## config.mk

```make
export PLATFORM = sky130hd
export DESIGN_NAME = pwm_duty_scheduler
export DESIGN_NICKNAME = d
export VERILOG_FILES = /design/src/rtl/pwm_pkg.sv /design/src/rtl/pwm_duty_scheduler_duty_step_sat.sv /design/src/rtl/pwm_duty_scheduler.sv
export SDC_FILE = /design/constraint.sdc
export NUM_CORES = 1
export LEC_CHECK = 0
export ABC_AREA = 1
export ABC_CLOCK_PERIOD_IN_PS = 4480
export BUFFER_PORTS_ARGS = -buffer_cell sky130_fd_sc_hd__buf_2
export CORE_MARGIN = 4
export CORE_UTILIZATION = 25
export CTS_CLUSTER_DIAMETER = 50
export CTS_CLUSTER_SIZE = 16
export DETAILED_ROUTE_END_ITERATION = 7
export PLACE_DENSITY = 0.41
export SYNTH_ARGS = -nofsm -noshare
export SYNTH_HDL_FRONTEND = slang
export SYNTH_SLANG_ARGS = --single-unit
```

## constraint.sdc

```tcl
create_clock -name clk -period 4.48 [get_ports clk]
set_input_delay 0.672 -clock clk [delete_from_list [all_inputs] [get_ports clk]]
set_output_delay 0.672 -clock clk [all_outputs]
set_load 0.01 [all_outputs]
```

## src/rtl/pwm_pkg.sv

```systemverilog
// Shared PWM definitions: scheduler FSM states and default timing constants
// used by the PWM generator, clock divider and duty scheduler.
package pwm_pkg;

  typedef enum logic [0:0] {
    IDLE    = 1'b0,
    PENDING = 1'b1
  } sched_state_e;

  localparam int unsigned BASE_FREQ     = 32'd50_000_000;
  localparam int unsigned TARGET_FREQ   = 32'd50;
  localparam int unsigned PERIOD_COUNTS = BASE_FREQ / TARGET_FREQ;
  localparam int unsigned CNT_W         = 32'd32;

endpackage

```

## src/rtl/pwm_duty_scheduler_duty_step_sat.sv

```systemverilog
// Combinational saturating step of the target duty value, clamped to
// [0, PERIOD_COUNTS]; simultaneous or absent requests leave it unchanged.
module duty_step_sat #(
  parameter int unsigned CNT_W         = 32,
  parameter int unsigned PERIOD_COUNTS = 1_000_000,
  parameter int unsigned STEP_COUNTS   = 50_000
) (
  input  logic [CNT_W-1:0] target_i,
  input  logic             inc_i,
  input  logic             dec_i,
  output logic [CNT_W-1:0] target_o
);

  localparam logic [CNT_W:0]   PERIOD_W = (CNT_W+1)'(PERIOD_COUNTS);
  localparam logic [CNT_W:0]   STEP_W   = (CNT_W+1)'(STEP_COUNTS);
  localparam logic [CNT_W-1:0] PERIOD_N = CNT_W'(PERIOD_COUNTS);
  localparam logic [CNT_W-1:0] STEP_N   = CNT_W'(STEP_COUNTS);

  logic [CNT_W:0] sum_s;

  // Extra sum bit keeps the clamp correct even when target is near 2^CNT_W.
  always_comb begin
    sum_s    = {1'b0, target_i} + STEP_W;
    target_o = target_i;
    if (inc_i && !dec_i) begin
      if (sum_s > PERIOD_W) begin
        target_o = PERIOD_N;
      end else begin
        target_o = sum_s[CNT_W-1:0];
      end
    end else if (dec_i && !inc_i) begin
      if (target_i < STEP_N) begin
        target_o = '0;
      end else begin
        target_o = target_i - STEP_N;
      end
    end else begin
      target_o = target_i;
    end
  end

endmodule

```

## src/rtl/pwm_duty_scheduler.sv

```systemverilog
// Duty scheduler: accumulates button requests into a saturated target and
// commits it to the PWM compare register only at period boundaries.
module pwm_duty_scheduler #(
  parameter int unsigned PERIOD_COUNTS = pwm_pkg::PERIOD_COUNTS,
  parameter int unsigned STEP_COUNTS   = 32'd50_000,
  parameter int unsigned INIT_DC       = PERIOD_COUNTS / 32'd2,
  parameter int unsigned CNT_W         = pwm_pkg::CNT_W
) (
  input  logic             clk,
  input  logic             rst,
  input  logic             inc_req,
  input  logic             dec_req,
  input  logic             period_wrap,
  output logic [CNT_W-1:0] dc_cmp,
  output logic             dc_update,
  output logic             pending,
  output logic             at_max,
  output logic             at_min
);

  import pwm_pkg::*;

  localparam logic [CNT_W-1:0] PERIOD_N = CNT_W'(PERIOD_COUNTS);
  localparam logic [CNT_W-1:0] INIT_N   = CNT_W'(INIT_DC);

  sched_state_e     state_q, state_d;
  logic [CNT_W-1:0] target_q, target_d;
  logic [CNT_W-1:0] dc_cmp_q, dc_cmp_d;
  logic             dc_update_q, dc_update_d;
  logic             at_max_q, at_min_q;

  duty_step_sat #(
    .CNT_W         (CNT_W),
    .PERIOD_COUNTS (PERIOD_COUNTS),
    .STEP_COUNTS   (STEP_COUNTS)
  ) u_step (
    .target_i (target_q),
    .inc_i    (inc_req),
    .dec_i    (dec_req),
    .target_o (target_d)
  );

  // Commit uses the pre-request target; pending reflects the post-request one.
  always_comb begin
    dc_cmp_d    = dc_cmp_q;
    dc_update_d = 1'b0;
    state_d     = IDLE;
    case (state_q)
      IDLE: begin
        dc_cmp_d = dc_cmp_q;
      end
      PENDING: begin
        if (period_wrap) begin
          dc_cmp_d    = target_q;
          dc_update_d = 1'b1;
        end else begin
          dc_cmp_d = dc_cmp_q;
        end
      end
      default: begin
        dc_cmp_d = dc_cmp_q;
      end
    endcase
    if (target_d != dc_cmp_d) begin
      state_d = PENDING;
    end else begin
      state_d = IDLE;
    end
  end

  always_ff @(posedge clk or negedge rst) begin
    if (!rst) begin
      state_q     <= IDLE;
      target_q    <= INIT_N;
      dc_cmp_q    <= INIT_N;
      dc_update_q <= 1'b0;
      at_max_q    <= (INIT_N == PERIOD_N);
      at_min_q    <= (INIT_N == '0);
    end else begin
      state_q     <= state_d;
      target_q    <= target_d;
      dc_cmp_q    <= dc_cmp_d;
      dc_update_q <= dc_update_d;
      at_max_q    <= (target_d == PERIOD_N);
      at_min_q    <= (target_d == '0);
    end
  end

  assign dc_cmp    = dc_cmp_q;
  assign dc_update = dc_update_q;
  assign pending   = (state_q == PENDING);
  assign at_max    = at_max_q;
  assign at_min    = at_min_q;

endmodule

```

Word-level counts from Yosys, hierarchy flattened

Index checks and enable logic that the tools add are counted.

Logic and storage cells: 27
Register bits after elaboration: 68
Output and inout port bits: 36

Add/sub/neg operators: 2
Order comparisons: 2
Reductions and logical operators: 5
Multiplexer cells: 9
Equal/unequal tests: 2
Bitwise logic cells: 1

Operator list:

| kind                                                                   | number |
|---|---|
| 32-bit two-way mux                                                     | 5 |
| 32-bit one-hot mux with 2 select lines                                 | 1 |
| 32-bit by 16-bit adder with 33-bit output, second input constant       | 1 |
| 33-bit by 20-bit > comparator with 1-bit output, second input constant | 1 |
| 32-bit by 20-bit == test with 1-bit output, second input constant      | 1 |
| 32-bit logical NOT                                                     | 1 |
| 32-bit by 16-bit < comparator with 1-bit output, second input constant | 1 |
| 32-bit != test                                                         | 1 |
| 32-bit by 16-bit subtractor with 32-bit output, second input constant  | 1 |
| 1-bit two-way mux                                                      | 3 |
| 1-bit logical AND                                                      | 2 |
| 1-bit logical NOT                                                      | 2 |
| 1-bit inverter                                                         | 1 |

Depth between registers and ports, before layout

Gate-level depths: netlist of the first run.

Depth in word-level cells: 6
Gate-level depth with buffers: 24
Mapped depth without buffers: 22

Hierarchy

Synthesis of the first run repeated with hierarchy kept, for this count alone.

Cells, all modules: 844
Area total of the unflattened synthesis: 5266.3 um2

Modules (own cells, without submodules):

| module             | area an instance (um2) | instances | sequential area each (um2) | cells an instance |
|---|---|---|---|---|
| pwm_duty_scheduler | 3036.7                 | 1         | 1719.1                     | 355 |
| duty_step_sat      | 2229.6                 | 1         | 0.0                        | 489 |

Worst setup path before layout of the first run

No wires, ideal clock.

Path kind: reg-to-reg
Start: register target_q[5]
End: register state_q, in the netlist pending
Buffers on the path: 1
Library setup time: 0.125 ns
Arrival: 2.341 ns
Clock period less this slack: 2.467 ns
Setup slack: 2.013 ns
Data required time: 4.355 ns
Cell stages (with the launch flop): 19
Cells stage by stage: dfstp_2 ha_1 nand3_2 nand3_2 nand2_2 nand2_4 nand2_1 xor2_1 nor2_1 nand3b_1 nor2_4 buf_6 nand3_1 nand3_1 nand2_1 nor2_1 nand2_1 nor2_1 nand3_1

Word-level cells in the longest chain between the ends: 6
Elaborated cells on any way between the ends: 12
Classes of those cells: add/sub (2); order compare (2); eq/ne (1); mux (7)

Ends and longest elaborated chain:

| what                                                                                  | RTL line                                                                       | RTL |
|---|---|---|
| start, declared                                                                       | pwm_duty_scheduler.sv:27                                                       | `logic [CNT_W-1:0] target_q, target_d;` |
| start signal, assigned                                                                | pwm_duty_scheduler.sv:81                                                       | `target_q <= target_d;` |
| 32-bit by 16-bit adder with 33-bit output (tied with other cells)                     | pwm_duty_scheduler_duty_step_sat.sv:23                                         | `sum_s = {1'b0, target_i} + STEP_W;` |
| 33-bit by 20-bit > comparator with 1-bit output or 32-bit two-way mux (tied branches) | pwm_duty_scheduler_duty_step_sat.sv:26, pwm_duty_scheduler_duty_step_sat.sv:32 |  |
| 32-bit two-way mux, on equally long branches                                          | pwm_duty_scheduler_duty_step_sat.sv:26, pwm_duty_scheduler_duty_step_sat.sv:31 |  |
| 32-bit two-way mux                                                                    | pwm_duty_scheduler_duty_step_sat.sv:25                                         | `if (inc_i && !dec_i) begin` |
| 32-bit != test (*)                                                                    | pwm_duty_scheduler.sv:64                                                       | `if (target_d != dc_cmp_d) begin` |
| 1-bit two-way mux (*)                                                                 | pwm_duty_scheduler.sv:64                                                       |  |
| net state_d                                                                           | pwm_duty_scheduler.sv:26                                                       | `sched_state_e state_q, state_d;` |
| end signal, assigned                                                                  | pwm_duty_scheduler.sv:80                                                       | `state_q <= state_d;` |
| end, declared                                                                         | pwm_duty_scheduler.sv:26                                                       |  |

The timed path passes the listed nets; every way through them passes the cells marked *.

Worst setup path after layout of the first run

Start: register target_q[10]
End: register state_q, in the netlist pending

Same word-level chain as after synthesis.

==> results of run 1 <==
## per-layer routing
| layer | vias to the layer above | routed length [um] | GRT usage |
|---|---|---|---|
| met5 | - | 0 | 0 |
| met4 | 0 | 321 | 0.0492 |
| met3 | 17 | 641 | 0.0184 |
| met2 | 115 | 7890 | 0.232 |
| met1 | 2495 | 9480 | 0.236 |
| li1 | 2759 | - | - |
## metrics by stage
stage | util | hold slack [ns] | power, mW
2_1_floorplan | - | 0.376 | 2.32
3_3_place_gp | 0.275 | 0.545 | 2.89
3_5_place_dp | 0.275 | 0.541 | 2.85
4_1_cts | 0.291 | 0.485 | 3.70
5_1_grt | 0.291 | 0.522 | 3.99
6_report | 0.291 | 0.432 | 3.67
## cell families (layout without fill, tap and decap cells)
family          after synthesis  count (layout)
buf+inv                     152             183
flops                        68              68
fa+ha+maj                     2               2
compound gates               69              69
xor+xnor                     19              19
simple gates                554             554
## synth_stat cells, types with 2 or more instances
library cell,count
o22ai_1,2
nand3_2,5
nand2_2,9
o211ai_1,2
nand3_1,91
nor3_1,6
nor2_4,3
inv_1,113
nor3_2,3
nand2_1,268
nor4_1,3
nand2_4,2
xnor2_1,4
clkbuf_1,11
buf_4,4
or2_2,28
buf_2,9
dfstp_2,14
xor2_1,15
buf_6,4
a21oi_1,6
nand3b_1,3
nor4_2,2
ha_1,2
nor2_2,6
inv_2,9
o21ai_1,2
o21ai_0,51
a22oi_1,2
nor2_1,107
dfrtp_1,54
nand4_1,17
## area by class of cell
cell class                 instances  area (sq um)
clock buffer                      10           229
multi-input combinational        644          3050
timing repair buffer              44           233
fill                            2370         15000
inverter                         123           463
clock inverter                     6           114
sequential                        68          1720
tap                              275           344
## flip-flops by register name (all words and copies together), names as in the netlist
name,count
target_q,32
dc_update,1
dc_cmp,32
pending,1
at_max,1
at_min,1
## critical path: cells and delay by family (launching register included)
kind                   cells  cell delay [ns]
AND/OR/NAND/NOR           19             2.48
flip-flops                 1             0.56
buffers and inverters      2             0.27
## power breakdown
part           switching [mW]  total, mW  internal, mW
clock network           0.278      0.823         0.544
logic                    1.25       1.81         0.554
registers               0.249       1.04         0.793
## path summary, 6_finish.rpt
kind | end | slack [ns] | depth (start not counted)
max reg2reg | pending$_DFF_PN0_ | 1.02 | 21
max in group asynchronous | target_q[29]$_DFF_PN0_ | 3.43 | 1
min reg2reg | dc_cmp[30]$_DFF_PN0_ | 0.54 | 2
max | pending$_DFF_PN0_ | 1.02 | 21
min in group clk | dc_cmp[30]$_DFF_PN0_ | 0.54 | 2
min | target_q[0]$_DFF_PN0_ | 0.43 | 1
==> run metrics, run 1 <==
Initial Util=0.255; die area=24000 sq um; # IOs=41; placed cell count=1154; crit path from=target_q[10]$_DFF_PN0_; post-detail-place hpwl=14400 um; Fin. Hold Viols=0; layout cells sized above 1=0.160; grt total ovfl=0; worst min path class=input pin to async pin; GRT Resource Usage Total=0.156; WS Path Type=flip-flop to flip-flop; sequential share of the synthesized area=0.318; Avg WL per Cell=15.7 um; relative slew slack=0.406; Post-synth ARST share=1.00; simple-gate share of the synthesized area=0.461; Synth top area share=0.250; clk_skew=0.0103 ns; Worst Setup End Kind=flip-flop; CTS tree=done; DRC viols=0; Top FF cell, synth=dfrtp_1; Placer Congestion=0.894; # rows=53; CP required=4.69 ns; DRT Pass-1 Iters=5; Post-Synthesis Cells=864; Die Ht=155 um; Mapped Avg Cell Area=6.25 sq um; final setup fails=0; Final TNS setup=0 ns; n_diodes=0; pwr/cell area=597 nW/um^2; Core ar.=21200 sq um; CTS Buf Count=9; minimum clock period=3.46 ns; slowest stage delay, CP=0.56 ns; CTS root buf=clkbuf_16; Netlist cell types=39; commonest non-fill, non-tap cell in the layout=nand2_1; Compound-Gate Fraction of Synth Area=0.0684; pre-CTS WS=1.01 ns; Vias/cell=4.60; CTS Buffer Depth=2; clk_lat worst skew=0.35 ns; XOR/XNOR share of the synthesized area=0.0308; clk slew on worst S/H paths=0.06 ns; top cells by area, synth=dfrtp_1, nand2_1, nand3_1; RSZ-0062 raised after global routing=false; arrival time worst endpoint=3.68 ns; status=complete, no violations; Critical Path Slowest Stage Cell=dfrtp_1; Max Cap Viol=0; mapped cell area=5400 sq um; critical path's most frequent cell=nand2_1; CTS sink cnt=68; Post-CTS Hold Fix Bufs=0; Slew Viols, Final=0; largest family of logic cells by synthesized area=simple AND/OR/NAND/NOR gates; number of flops mapped to enable cells by yosys=0; peak supply drop=0.245 mV; YS warnings=0; PostCTS Resize Cnt=0; PortBufs=40; via count=5386; first-pass GRT wire length=29200 um; portion of netlist area occupied by mux cells=0; Post-DRT Antenna Nets=0; vias in the first global route=5240; Post-Synth Adder-Cell Area=0.00464; Initial DRC Count=312; Area Growth Syn to Fin=14.0%; largest net degree at the start of global routing=69; Final WS setup=1.02 ns; number of post-CTS setup repair buffers=0; Startpoint Class=flip-flop; top cell type by total area after synthesis=dfrtp_1; Routed WL=18300 um; fin area=6150 sq um; critical path, cell by cell=clkinv_2 > nor2_2 > nand3_1 > nand2_1 > nand2_1 > nand2_1 > nand2_1 > inv_2 > nand3_1 > nor2_1 > nor2_1 > nand2_2 > nand3_1 > nand2_2 > nand2_1 > nand2_1 > nand2_1 > nor2_1 > nand2_1 > nor2_1 > nand3_1; commonest non-fill, non-tap cells in the layout=nand2_1, inv_1, nor2_1; syn nets=871; Finished Layout Cells=1170; Pleak=3.20 nW; FMAX=289 MHz; ratio of final minimum period to clock period=0.773; flops & latches, synth=68; crit path max fanout=15; DP Area=5810 sq um; Tightest Pin Transition=0.892 ns; Final nets=897; initial antenna violation count=0; r2r startpoint=target_q[10]$_DFF_PN0_; H-Tree Depth=3; Die Width=155 um
Note: power is estimated with default switching activity, not from simulation.
==> inputs of run 2 (changes only) <==
- ABC_AREA: 1 -> 0
- ABC_CLOCK_PERIOD_IN_PS: 4480 -> 3300
- clock period: 4.48 -> 3.3 ns (I/O delays scaled with it)
==> run metrics, run 2 <==
Core ar.=20500 sq um (-3.1%); Placer Congestion=0.959 (+7.4%); Final nets=879 (-2.0%); r2r startpoint=target_q[5]$_DFF_PN1_; sw frac=0.445 (-0.0395); Startpoint Class=flip-flop; CTS Buffer Depth=2 (unchanged); peak supply drop=0.320 mV (+30%); DRT Pass-1 Iters=6 (+1); Synth top area share=0.256 (+0.00521); clk_skew=0.00762 ns (-0.00268 ns); Netlist cell types=82 (+110%); DP Area=7190 sq um (+24%); GRT busiest layer=met2; clk_lat worst skew=0.36 ns (about the same); top cells by area, synth=dfrtp_1, dfstp_2, nand2_1; final core utilization=0.379 (+0.0885); GR Util met2=0.307 (+0.0752); sequential share of the synthesized area=0.325 (+0.00663); Die Width=153 um (-0.97%); CP required=3.56 ns (-1.13 ns); vias in the first global route=5912 (+13%); Fin. Hold Viols=0 (unchanged); Tightest Pin Transition=0.967 ns (+0.0753 ns); crit path max fanout=9 (-6); Final Power=7.15 mW (+95%); total of fill cells in the finished design=2140 (-9.7%); CTS Buf Count=9 (unchanged); CTS sink cnt=68 (unchanged); largest net degree at the start of global routing=69 (unchanged); clk slew on worst S/H paths=0.07 ns (about the same); first-pass GRT wire length=36200 um (+24%); Area Growth Syn to Fin=47.0%; CTS tree=done; Combinational Power Share=0.665 (+0.173); commonest non-fill, non-tap cell in the layout=buf_4; Post-Synthesis Cells=661 (-23%); Post-CTS Hold Fix Bufs=0 (unchanged); YS warnings=0 (unchanged); Pleak=3.64 nW (+14%); Post-synth ARST share=1.00 (unchanged); mapped cell area=5290 sq um (-2.0%); Switching Power=3.18 mW (+79%); Mapped Avg Cell Area=8.00 sq um (+28%); n_diodes=0 (unchanged); via count=6161 (+14%); Top FF cell, synth=dfrtp_1; H-Tree Depth=3 (unchanged); Post-DRT Antenna Nets=0 (unchanged); arrival time worst endpoint=3.65 ns (-0.03 ns); Seq pwr share=0.180 (-0.104); initial antenna violation count=0 (unchanged); post-detail-place hpwl=19200 um (+33%); PortBufs=40 (unchanged); final setup fails=3 (+3); Sequential Area=1720 sq um (about the same); Initial DRC Count=529 (+70%); ratio of final minimum period to clock period=1.03 (+0.255); GR Layer Usage met3=0.0359 (+0.0175); flops & latches, synth=68 (unchanged); clock share of power=0.155 (-0.069); RSZ-0062 raised after global routing=true; R2R cell count=16 (-24%); violated checks=setup timing; crit path from=target_q[5]$_DFF_PN1_; Worst Setup End Kind=flip-flop; cell-internal power=3.97 mW (+110%); grt total ovfl=0 (unchanged); Slew Viols, Final=0 (unchanged); Die Ht=153 um (-0.97%); layout cells sized above 1=0.396 (+0.236); die area=23500 sq um (-1.9%); worst min path class=input pin to async pin; DRC viols=0 (unchanged); syn nets=668 (-23%); relative slew slack=0.355 (-0.0502); commonest non-fill, non-tap cells in the layout=buf_4, nand2_1, dfrtp_1; # rows=52 (-1.9%); commonest cells in the netlist=nand2_1, dfrtp_1, nor2_1, clkbuf_1, o21ai_0; number of flops mapped to enable cells by yosys=0 (unchanged); most common cell in the netlist=nand2_1; pwr/cell area=920 nW/um^2 (+54%); Final WS setup=-0.0930 ns (-1.11 ns); minimum clock period=3.39 ns (-0.0691 ns); Vias/cell=5.37 (+17%); WS Path Type=flip-flop to flip-flop; Avg WL per Cell=21.1 um (+34%); Max Cap Viol=0 (unchanged); GRT Resource Usage Total=0.200 (+0.0435); fin area=7770 sq um (+26%); area of the multi-input gates=3490 sq um (+14%); FMAX=295 MHz (+2.0%); Routed WL=24200 um (+32%); status=finished with violations; top cell type by total area after synthesis=dfrtp_1; met1 layer usage reported by global route=0.286 (+0.0502); # IOs=41 (unchanged); Initial Util=0.258 (+0.00284); CTS root buf=clkbuf_16
==> run 2: final cells by class <==
type	instances	area share
multi-input combinational	516	0.449
clock inverter	7	0.0127
tap	270	0.0435
inverter	26	0.0126
sequential	68	0.221
clock buffer	9	0.0290
timing repair buffer	251	0.232
==> run 2: metal layers <==
metal  wire, um  part of all wire
met2      10800              0.45
met5          0                 0
met1      11600              0.48
met3       1220             0.051
met4        580             0.024
==> run 2: critical path, stage by stage (launching register included) <==
cell and delay (ns):
dfstp_2 0.56, buf_4 0.12, a21oi_2 0.06, o21a_2 0.27, buf_12 0.14, o21ai_1 0.12, buf_4 0.17, mux2i_1 0.29
a211oi_2 0.10, nand4_1 0.12, buf_4 0.19, buf_4 0.15, o32ai_2 0.09, buf_4 0.17, nor4_4 0.29, nand4_1 0.23
nor4_2 0.20
==> run 2: final timing paths <==
check | endpoint | slack, ns
max | at_max$_DFF_PN0_ | -0.09
min | dc_update$_DFF_PN0_ | 0.29
max reg2reg | at_max$_DFF_PN0_ | -0.09
min reg2reg | dc_cmp[11]$_DFF_PN0_ | 0.52
max in group asynchronous | target_q[4]$_DFF_PN0_ | 2.32
min in group clk | dc_cmp[11]$_DFF_PN0_ | 0.52
==> run 2: logic make-up (layout without fill, tap and decap cells) <==
family | Yosys count | in the layout | synth area share
and+or+nand+nor | 305 | 305 | 0.305
AOI/OAI and AO/OA | 158 | 158 | 0.220
buffers and inverters | 77 | 293 | 0.0568
DFF | 68 | 68 | 0.325
xor gates and xnor gates | 35 | 35 | 0.0580
muxes | 16 | 16 | 0.0308
adders and majority gates | 2 | 2 | 0.00473
==> run 2: power by group through the flow <==
stage	sequential [mW]	combinational, mW	clock, mW
after floorplan	1.26	2.13	0
after global placement	1.29	4.41	0
after detailed placement	1.29	4.40	0
after CTS	1.28	4.48	1.14
after global routing	1.31	5.07	1.17
final	1.29	4.76	1.11
==> run 2: metrics by stage <==
stage	setup TNS (ns)	cells	hold slack, ns	worst slack, ns
finish	-0.262	1147	0.290	-0.0930
global route	-0.682	1147	0.366	-0.239
CTS	-0.512	1140	0.333	-0.183
detailed placement	-0.878	1124	0.508	-0.340
global placement	-1.01	1124	0.511	-0.412
floorplan	-0.145	661	0.199	-0.0824
==> run 2: repair_timing <==
action | CTS | global route
pin swaps | 2 | 16
resized for setup | 13 | 34
buffers inserted | 0 | 7
setup endpoints to repair | 3 | 4
